File: config.mk
export PLATFORM = sky130hd
export DESIGN_NAME = ram_fifo_ctrl
export DESIGN_NICKNAME = d
export VERILOG_FILES = /design/src/rtl/ram_fifo_ctrl.sv
export SDC_FILE = /design/constraint.sdc
export NUM_CORES = 1
export LEC_CHECK = 0
export CAP_MARGIN = 20
export CORE_MARGIN = 5
export CORE_UTILIZATION = 48
export DETAILED_ROUTE_END_ITERATION = 7
export HOLD_SLACK_MARGIN = 0.1
export PLACE_DENSITY = 0.83
export SLEW_MARGIN = 0
export SYNTH_ARGS = -nofsm -noshare
export SYNTH_HDL_FRONTEND = slang
export SYNTH_SLANG_ARGS = --single-unit
File: constraint.sdc
create_clock -name clk -period 5.98 [get_ports clk]
set_input_delay 1.794 -clock clk [delete_from_list [all_inputs] [get_ports clk]]
set_output_delay 1.794 -clock clk [all_outputs]
set_load 0.05 [all_outputs]
File: src/rtl/ram_fifo_ctrl.sv
// FIFO controller sequencing a 16x8 sync dual-port RAM: pointers, count, flags.
// Define RAM_FIFO_CTRL_ERR_EN to build sticky overflow/underflow error flags.
module ram_fifo_ctrl #(
  parameter int DEPTH    = 16,
  parameter int ADDR_W   = 4,
  parameter int AF_LEVEL = 14,
  parameter int AE_LEVEL = 2
) (
  input  logic              clk,
  input  logic              reset,
  input  logic              push,
  input  logic              pop,
  output logic              we,
  output logic              re,
  output logic [ADDR_W-1:0] w_add,
  output logic [ADDR_W-1:0] r_add,
  output logic              rd_valid,
  output logic [ADDR_W:0]   count,
  output logic              full,
  output logic              empty,
  output logic              almost_full,
  output logic              almost_empty,
  input  logic              clr_err,
  output logic              overflow,
  output logic              underflow
);

  localparam logic [ADDR_W:0] DEPTH_C = (ADDR_W + 1)'(DEPTH);
  localparam logic [ADDR_W:0] AF_C    = (ADDR_W + 1)'(AF_LEVEL);
  localparam logic [ADDR_W:0] AE_C    = (ADDR_W + 1)'(AE_LEVEL);

  logic [ADDR_W-1:0] wr_ptr;
  logic [ADDR_W-1:0] rd_ptr;

  assign full         = (count == DEPTH_C);
  assign empty        = (count == '0);
  assign almost_full  = (count >= AF_C);
  assign almost_empty = (count <= AE_C);

  // Strobes are suppressed during reset even though flags already read idle
  assign we    = push & ~full & ~reset;
  assign re    = pop & ~empty & ~reset;
  assign w_add = wr_ptr;
  assign r_add = rd_ptr;

  always_ff @(posedge clk or posedge reset) begin
    if (reset) begin
      wr_ptr   <= '0;
      rd_ptr   <= '0;
      count    <= '0;
      rd_valid <= 1'b0;
    end else begin
      rd_valid <= re;
      if (we)
        wr_ptr <= wr_ptr + 1'b1;
      if (re)
        rd_ptr <= rd_ptr + 1'b1;
      unique case (1'b1)
        (we & ~re): count <= count + 1'b1;
        (re & ~we): count <= count - 1'b1;
        default:    count <= count;
      endcase
    end
  end

`ifdef RAM_FIFO_CTRL_ERR_EN
  // Set takes priority over clear when both land on the same edge
  always_ff @(posedge clk or posedge reset) begin
    if (reset) begin
      overflow  <= 1'b0;
      underflow <= 1'b0;
    end else begin
      if (push & full)
        overflow <= 1'b1;
      else if (clr_err)
        overflow <= 1'b0;
      if (pop & empty)
        underflow <= 1'b1;
      else if (clr_err)
        underflow <= 1'b0;
    end
  end
`else
  logic unused_clr;
  assign unused_clr = clr_err;
  assign overflow   = 1'b0;
  assign underflow  = 1'b0;
`endif

endmodule

# Word level (Yosys, flattened, before mapping)
# Cells that the tools add are included.
[totals]
register_bits = 14
romBits = 0
latchBits = 0
ramBits = 0
inputBits = 5
n_memories = 0
[op_classes]
n_mux = 1
div = 0
addsub = 4
n_eq_ne = 1
order_cmp = 2
n_bitwise = 11
shifts = 0
n_mul = 0
n_reduce_logical = 2
[op_table]
columns = ["op", "count"]
rows = [
  ["$pmux 5 s2", 1],
  ["$add 4x1->4 const B", 2],
  ["$and 1x1->1", 6],
  ["$add 5x1->5 const B", 1],
  ["$eq 5x5->1 const B", 1],
  ["$ge 5x4->1 const B", 1],
  ["$le 5x2->1 const B", 1],
  ["$logic_not 5->1", 1],
  ["$not 1->1", 5],
  ["$sub 5x1->5 const B", 1],
  ["$reduce_bool 2->1", 1],
]

# Longest topological paths before layout
# Gate-level depths: netlist of the first run.
[logic_depth]
word_depth = 7
mapped_depth = 11
mapped_depth_nobuf = 10

# Worst setup path before layout of the first run
# Ideal clock, no wire load.
[synth_path]
kind = "input -> output"
from = "input reset"
to = "output re"
setup_slack_ns = 1.643
stages = 2
arrival_time_ns = 2.543
n_path_buf = 0
cell_sequence = "inv_1 -> o311a_4"
[synth_between]
elab_chain_cells = 2
[synth_rtl]
columns = ["item", "line_no", "rtl"]
rows = [
  ["start, declared", "10", "input logic reset,"],
  ["$not 1->1", "42", "assign re = pop & ~empty & ~reset;"],
  ["$and 1x1->1", "42", ""],
  ["end, declared", "14", "output logic re,"],
]
# Every way passes these cells.

# Worst setup path after layout of the first run
[layout_path]
from = "input reset"
to = "output we"
[layout_between]
elab_chain_cells = 2
[layout_rtl]
columns = ["item", "line_no", "rtl"]
rows = [
  ["$not 1->1", "41", "assign we = push & ~full & ~reset;"],
  ["$and 1x1->1", "41", ""],
  ["end, declared", "13", "output logic we,"],
]
# Every way passes these cells.

==> metrics.csv, run 1 <==
stage,metric,value,unit
outcome,status,finished clean,
finish,Area Growth Syn to Fin,31.9,%
grt,vias in the first global route,650,
synthesis,largest cells by area after synthesis,"dfrtp_1 (42%), ha_1 (8.9%), xnor2_1 (5.2%)",
run,max_cap viols,0,
critical_path,WP data arrival,3.56,ns
critical_path,"Max stage delay cell, worst path",clkdlybuf4s50_1,
routing,1st-iter DRT viols,16,
clock_network,post-CTS setup buffer count,0,
routing,routed len/inst,13.8,µm
critical_path,"most used cell, CP",clkdlybuf4s50_1,
synthesis,top cell type's share of synthesized area,41.5,%
clock_network,Post-CTS Hold Fix Bufs,0,
critical_path,CP Launch Type,primary input,
finish,nets,116,
place,Post-DP HPWL,1300,µm
grt,total global-route track usage,14.5,%
sta,Final setup viols,0,
sta,Final Critical Period,5.35,ns
place,placer congestion estimate,0.801,
finish,ant diodes,0,
sta,period utilisation layout,89.5,%
synthesis,Yosys reg bits,14,
synthesis,top_reg_cell synth,dfrtp_1,
clock_network,PostCTS Resize Cnt,0,
synthesis,Syn Inst Count,78,
die,Die Y,51.9,µm
grt,grt total ovfl,0,
routing,DRC Markers,0,
clock_network,total CTS buffers,3,
finish,layout cell share with drive strength beyond 1,10.7,%
clock_network,CTS H-tree lvls,1,
synthesis,ys async rst share,100,%
worst_hold_path,hold path cells,1,
critical_path,worst r2r src,count[2],
routing,Routed WL,1660,µm
grt,largest net degree at the start of global routing,15,
finish,Layout fillers,126,
die,I/O Pins,27,
critical_path,worst path cell trace,"clkdlybuf4s50_1, a311oi_4, clkdlybuf4s50_1",
routing,Pre-Repair DR Iteration Count,4,
critical_path,Setup CP Type,in -> out,
critical_path,Worst setup EP type,primary output,
critical_path,Worst EP required,4.19,ns
die,Die W,51.9,µm
grt,initial antenna violation count,0,
die,die area,0.00270,mm²
synthesis,ranking of synthesized cells by instance count,"dfrtp_1 (14), inv_1 (7), ha_1 (6), nand2_1 (6), xnor2_1 (5)",
die,core area,0.00169,mm²
critical_path,flop-to-flop setup slack,3.29,ns
routing,post-route antenna net violation count,0,
routing,DR vias,657,
sta,Rel. slew slack,66.2,%
critical_path,FF-to-FF End,count[4],
synthesis,Ys Warns,0,
synthesis,number of distinct library cells after synthesis,33,
clock_network,Clock Tree Root,clkbuf_4,
synthesis,sequential share of the synthesized area,41.5,%
critical_path,worst r2r path cells,8,
place,Port Buffer Count,23,
grt,global-route wire length before repair,2940,µm
synthesis,Mapped Avg Cell Area,10.8,µm²
sta,setup tns final,0,ns
critical_path,Slowest Stage Delay on Critical Path,0.88,ns
sta,Fmax achieved,187,MHz
worst_hold_path,HP Class,reg -> reg,
clock_network,Clock Latency Late Sink,0.27,ns
sta,Fin. Hold Viols,0,
critical_path,critical path endpoint,we,
die,row count,15,
critical_path,crit path launch,reset,
sta,clock skew,0.00646,ns
synthesis,"count leader, synth",dfrtp_1,
clock_network,CTS tree,done,
clock_network,clk slew on worst S/H paths,0.09,ns
synthesis,Post-synth EDFFs,0,
sta,worst-margin pin slew,0.505,ns
synthesis,Synth Cell Area,843,µm²
routing,Avg Vias per Cell,5.48,
sta,Slew Limit Fails,0,
die,Initial Utilization,49.9,%
clock_network,Max clock buf depth,2,
critical_path,CP max FO,6,
clock_network,clk sinks,14,
synthesis,post-synth top area cell,dfrtp_1,
sta,RSZ-0062 raised after global routing,false,
## state kept, by name, indices dropped and copies added, names as in the netlist
register and flops:
w_add 4, r_add 4, rd_valid 1, count 5
## routing by layer
metal  wire (µm)  up-vias  global-route usage, %
li1            -      315                      -
met5           0        -                      0
met2         784       31                   22.4
met1         686      307                   18.1
met4          18        0                   6.55
met3         170        4                   5.16
## placed cells by master (no fill, tap or decap), types with 2 or more instances in the layout
cell type / count
o211ai_1: 2
conb_1: 2
nand3_1: 2
inv_1: 7
dfrtp_1: 14
clkbuf_4: 3
a21oi_1: 2
clkdlybuf4s50_1: 23
nor2_1: 4
nand4_1: 2
o21ai_0: 2
xnor2_1: 5
nand2_1: 6
xor2_1: 4
ha_1: 6
## final cells by class
type	count	area (µm²)	area share, %
Clock buffer	4	36.3	3.26
Sequential cell	14	350	31.5
Tap cell	17	21.3	1.91
Multi-Input combinational cell	54	440	39.6
Timing Repair Buffer	24	238	21.4
Inverter	7	26.3	2.36
## cell families (layout without fill, tap and decap cells)
| kind of cell | count (synthesis) | after routing | share of synthesized area (%) |
|---|---|---|---|
| AND/OR/NAND/NOR | 21 | 21 | 13.1 |
| flip-flops | 14 | 14 | 41.5 |
| AO/OA/AOI/OAI | 12 | 12 | 13.4 |
| buffers and inverters | 11 | 35 | 6.68 |
| XOR/XNOR | 9 | 9 | 9.35 |
| adder cells (fa/ha/maj) | 7 | 7 | 11.3 |
| multiplexers | 3 | 3 | 4.30 |
| other | 1 | 2 | 0.445 |
## through the flow
stage                     cells  utilization [%]  hold WS (ns)  cell area (µm²)  worst slack, ns
after floorplan              79                -         0.787              847             1.64
after global placement      116             63.7         0.462             1080            0.630
after detailed placement    116             63.7         0.474             1080            0.628
after CTS                   120             65.9         0.486             1110            0.621
after global routing        120             65.9         0.495             1110            0.570
final                       120             65.9         0.481             1110            0.626
## critical path, delay by kind of cell
family          cells  cell delay, ns
buf+inv             2            1.34
compound gates      1            0.42
## worst min-delay path by stage
stage / from / endpoint / slack (ns)
2_1_floorplan: w_add[3] / w_add[3] / 0.79
3_3_place_gp: r_add[3] / r_add[3] / 0.46
3_5_place_dp: r_add[3] / r_add[3] / 0.47
4_1_cts: r_add[3] / r_add[3] / 0.49
5_1_grt: r_add[3] / r_add[3] / 0.50
6_report: r_add[3] / r_add[3] / 0.48
Power of run 1 is not shown: default switching activity piles up to over one toggle a cycle in this logic, so the estimate is an artifact.
==> inputs of run 2 (changes only) <==
CORE_UTILIZATION = 50   (was 48)
DONT_BUFFER_PORTS = 1   (was default)
GPL_ROUTABILITY_DRIVEN = 0   (was default)
PLACE_DENSITY = default   (was 0.83)
==> metrics.csv, run 2 (synthesis results as in run 1) <==
stage,metric,value,unit
outcome,status,finished clean,
grt,grt total ovfl,0,
clock_network,Clock Latency Late Sink,0.27,ns
clock_network,PostCTS Resize Cnt,0,
sta,Rel. slew slack,31.4,%
finish,ant diodes,0,
routing,post-route antenna net violation count,0,
worst_hold_path,Worst Hold End,w_add[3],
critical_path,flop-to-flop setup slack,2.59,ns
place,placed cell area,845,µm²
critical_path,worst r2r path cells,8,
finish,nets,93,
die,Die W,51.1,µm
routing,1st-iter DRT viols,12,
run,max_cap viols,0,
sta,setup tns final,0,ns
sta,Fin. Hold Viols,0,
finish,number of flip-flops in the largest register,5,
grt,total global-route track usage,12.9,%
critical_path,Setup CP Type,in -> out,
critical_path,CP bufs+invs,1,
grt,largest net degree at the start of global routing,16,
critical_path,Worst setup EP type,primary output,
clock_network,total CTS buffers,3,
routing,Pre-Repair DR Iteration Count,4,
place,Post-DP HPWL,1170,µm
sta,Final setup viols,0,
critical_path,Slowest Stage Delay on Critical Path,0.46,ns
finish,"commonest non-fill, non-tap cell in the layout",dfrtp_1,
critical_path,"delay-heaviest family, CP",compound AO/OA/AOI/OAI gates,
clock_network,Post-CTS Hold Fix Bufs,0,
finish,"commonest non-fill, non-tap cells in the layout","dfrtp_1 (14), inv_1 (7), nand2_1 (6), ha_1 (6), xnor2_1 (5)",
critical_path,worst r2r src,count[1],
critical_path,WP data arrival,2.66,ns
die,row count,14,
worst_hold_path,HP Class,reg -> reg,
die,Die Y,51.1,µm
routing,Routed WL,1520,µm
clock_network,clk sinks,14,
clock_network,Clock Tree Root,clkbuf_4,
sta,Slew Limit Fails,0,
grt,initial antenna violation count,0,
sta,period utilisation layout,74.5,%
die,die area,0.00261,mm²
critical_path,"Max stage delay cell, worst path",o311a_4,
clock_network,CTS tree,done,
sta,Fmax achieved,224,MHz
die,I/O Pins,27,
sta,clock skew,0.00303,ns
clock_network,post-CTS setup buffer count,0,
grt,global-route wire length before repair,2550,µm
clock_network,Max clock buf depth,2,
critical_path,CP max FO,15,
die,core area,0.00156,mm²
worst_hold_path,hold path cells,1,
finish,Layout fillers,130,
sta,worst-margin pin slew,1.03,ns
critical_path,Worst EP required,4.19,ns
finish,layout cell share with drive strength beyond 1,13.8,%
finish,final instance area,881,µm²
critical_path,worst path cell trace,"inv_1, o311a_4",
clock_network,CTS H-tree lvls,1,
sta,Final Critical Period,4.45,ns
critical_path,FF-to-FF End,count[4],
clock_network,clk slew on worst S/H paths,0.08,ns
routing,Avg Vias per Cell,5.79,
sta,RSZ-0062 raised after global routing,false,
finish,Top reg by flops,count,
place,Port Buffer Count,0,
critical_path,CP Launch Type,primary input,
routing,DR vias,556,
routing,DRC Markers,0,
finish,Area Growth Syn to Fin,4.45,%
grt,vias in the first global route,557,
die,Initial Utilization,54.1,%
worst_hold_path,hold path startpoint,w_add[3],
routing,routed len/inst,15.8,µm
-- run 2: changes by cell type in the layout (fill, tap and decap cells not counted) --
cell / before / now
clkdlybuf4s50_1: 23 / 0
-- run 2: metal layers --
| layer | global-route usage [%] | routed length (µm) | part of all wire [%] | up-vias |
|---|---|---|---|---|
| li1 | - | - | - | 274 |
| met4 | 2.69 | 0 | 0 | 0 |
| met2 | 20.8 | 686 | 45 | 22 |
| met3 | 8.14 | 149 | 9.8 | 0 |
| met5 | 0 | 0 | 0 | - |
| met1 | 14.6 | 681 | 45 | 260 |
-- run 2: worst max path at each step --
| stage | from | endpoint | slack [ns] | cells past startpoint |
|---|---|---|---|---|
| 2_1_floorplan | reset | re | 1.64 | 2 |
| 3_3_place_gp | reset | re | 1.49 | 2 |
| 3_5_place_dp | reset | re | 1.48 | 2 |
| 4_1_cts | reset | re | 1.48 | 2 |
| 5_1_grt | reset | re | 1.38 | 2 |
| 6_report | reset | re | 1.53 | 2 |
-- run 2: metrics by stage --
| stage | setup WS [ns] | hold slack [ns] | util (%) | std cells |
|---|---|---|---|---|
| 2_1_floorplan | 1.64 | 0.787 | - | 79 |
| 3_3_place_gp | 1.49 | 0.804 | 54.2 | 92 |
| 3_5_place_dp | 1.48 | 0.810 | 54.2 | 92 |
| 4_1_cts | 1.48 | 0.826 | 56.5 | 96 |
| 5_1_grt | 1.38 | 0.853 | 56.5 | 96 |
| 6_report | 1.53 | 0.817 | 56.5 | 96 |
-- run 2: cell type report --
type,count,area [µm²],share of cell area (%)
inverter,7,26.3,2.98
clock buffer,4,36.3,4.12
sequential,14,350,39.8
timing repair buffer,1,7.51,0.852
tap,16,20.0,2.27
multi-input combinational,54,440,50.0
Power of run 2 is left out for the same reason.
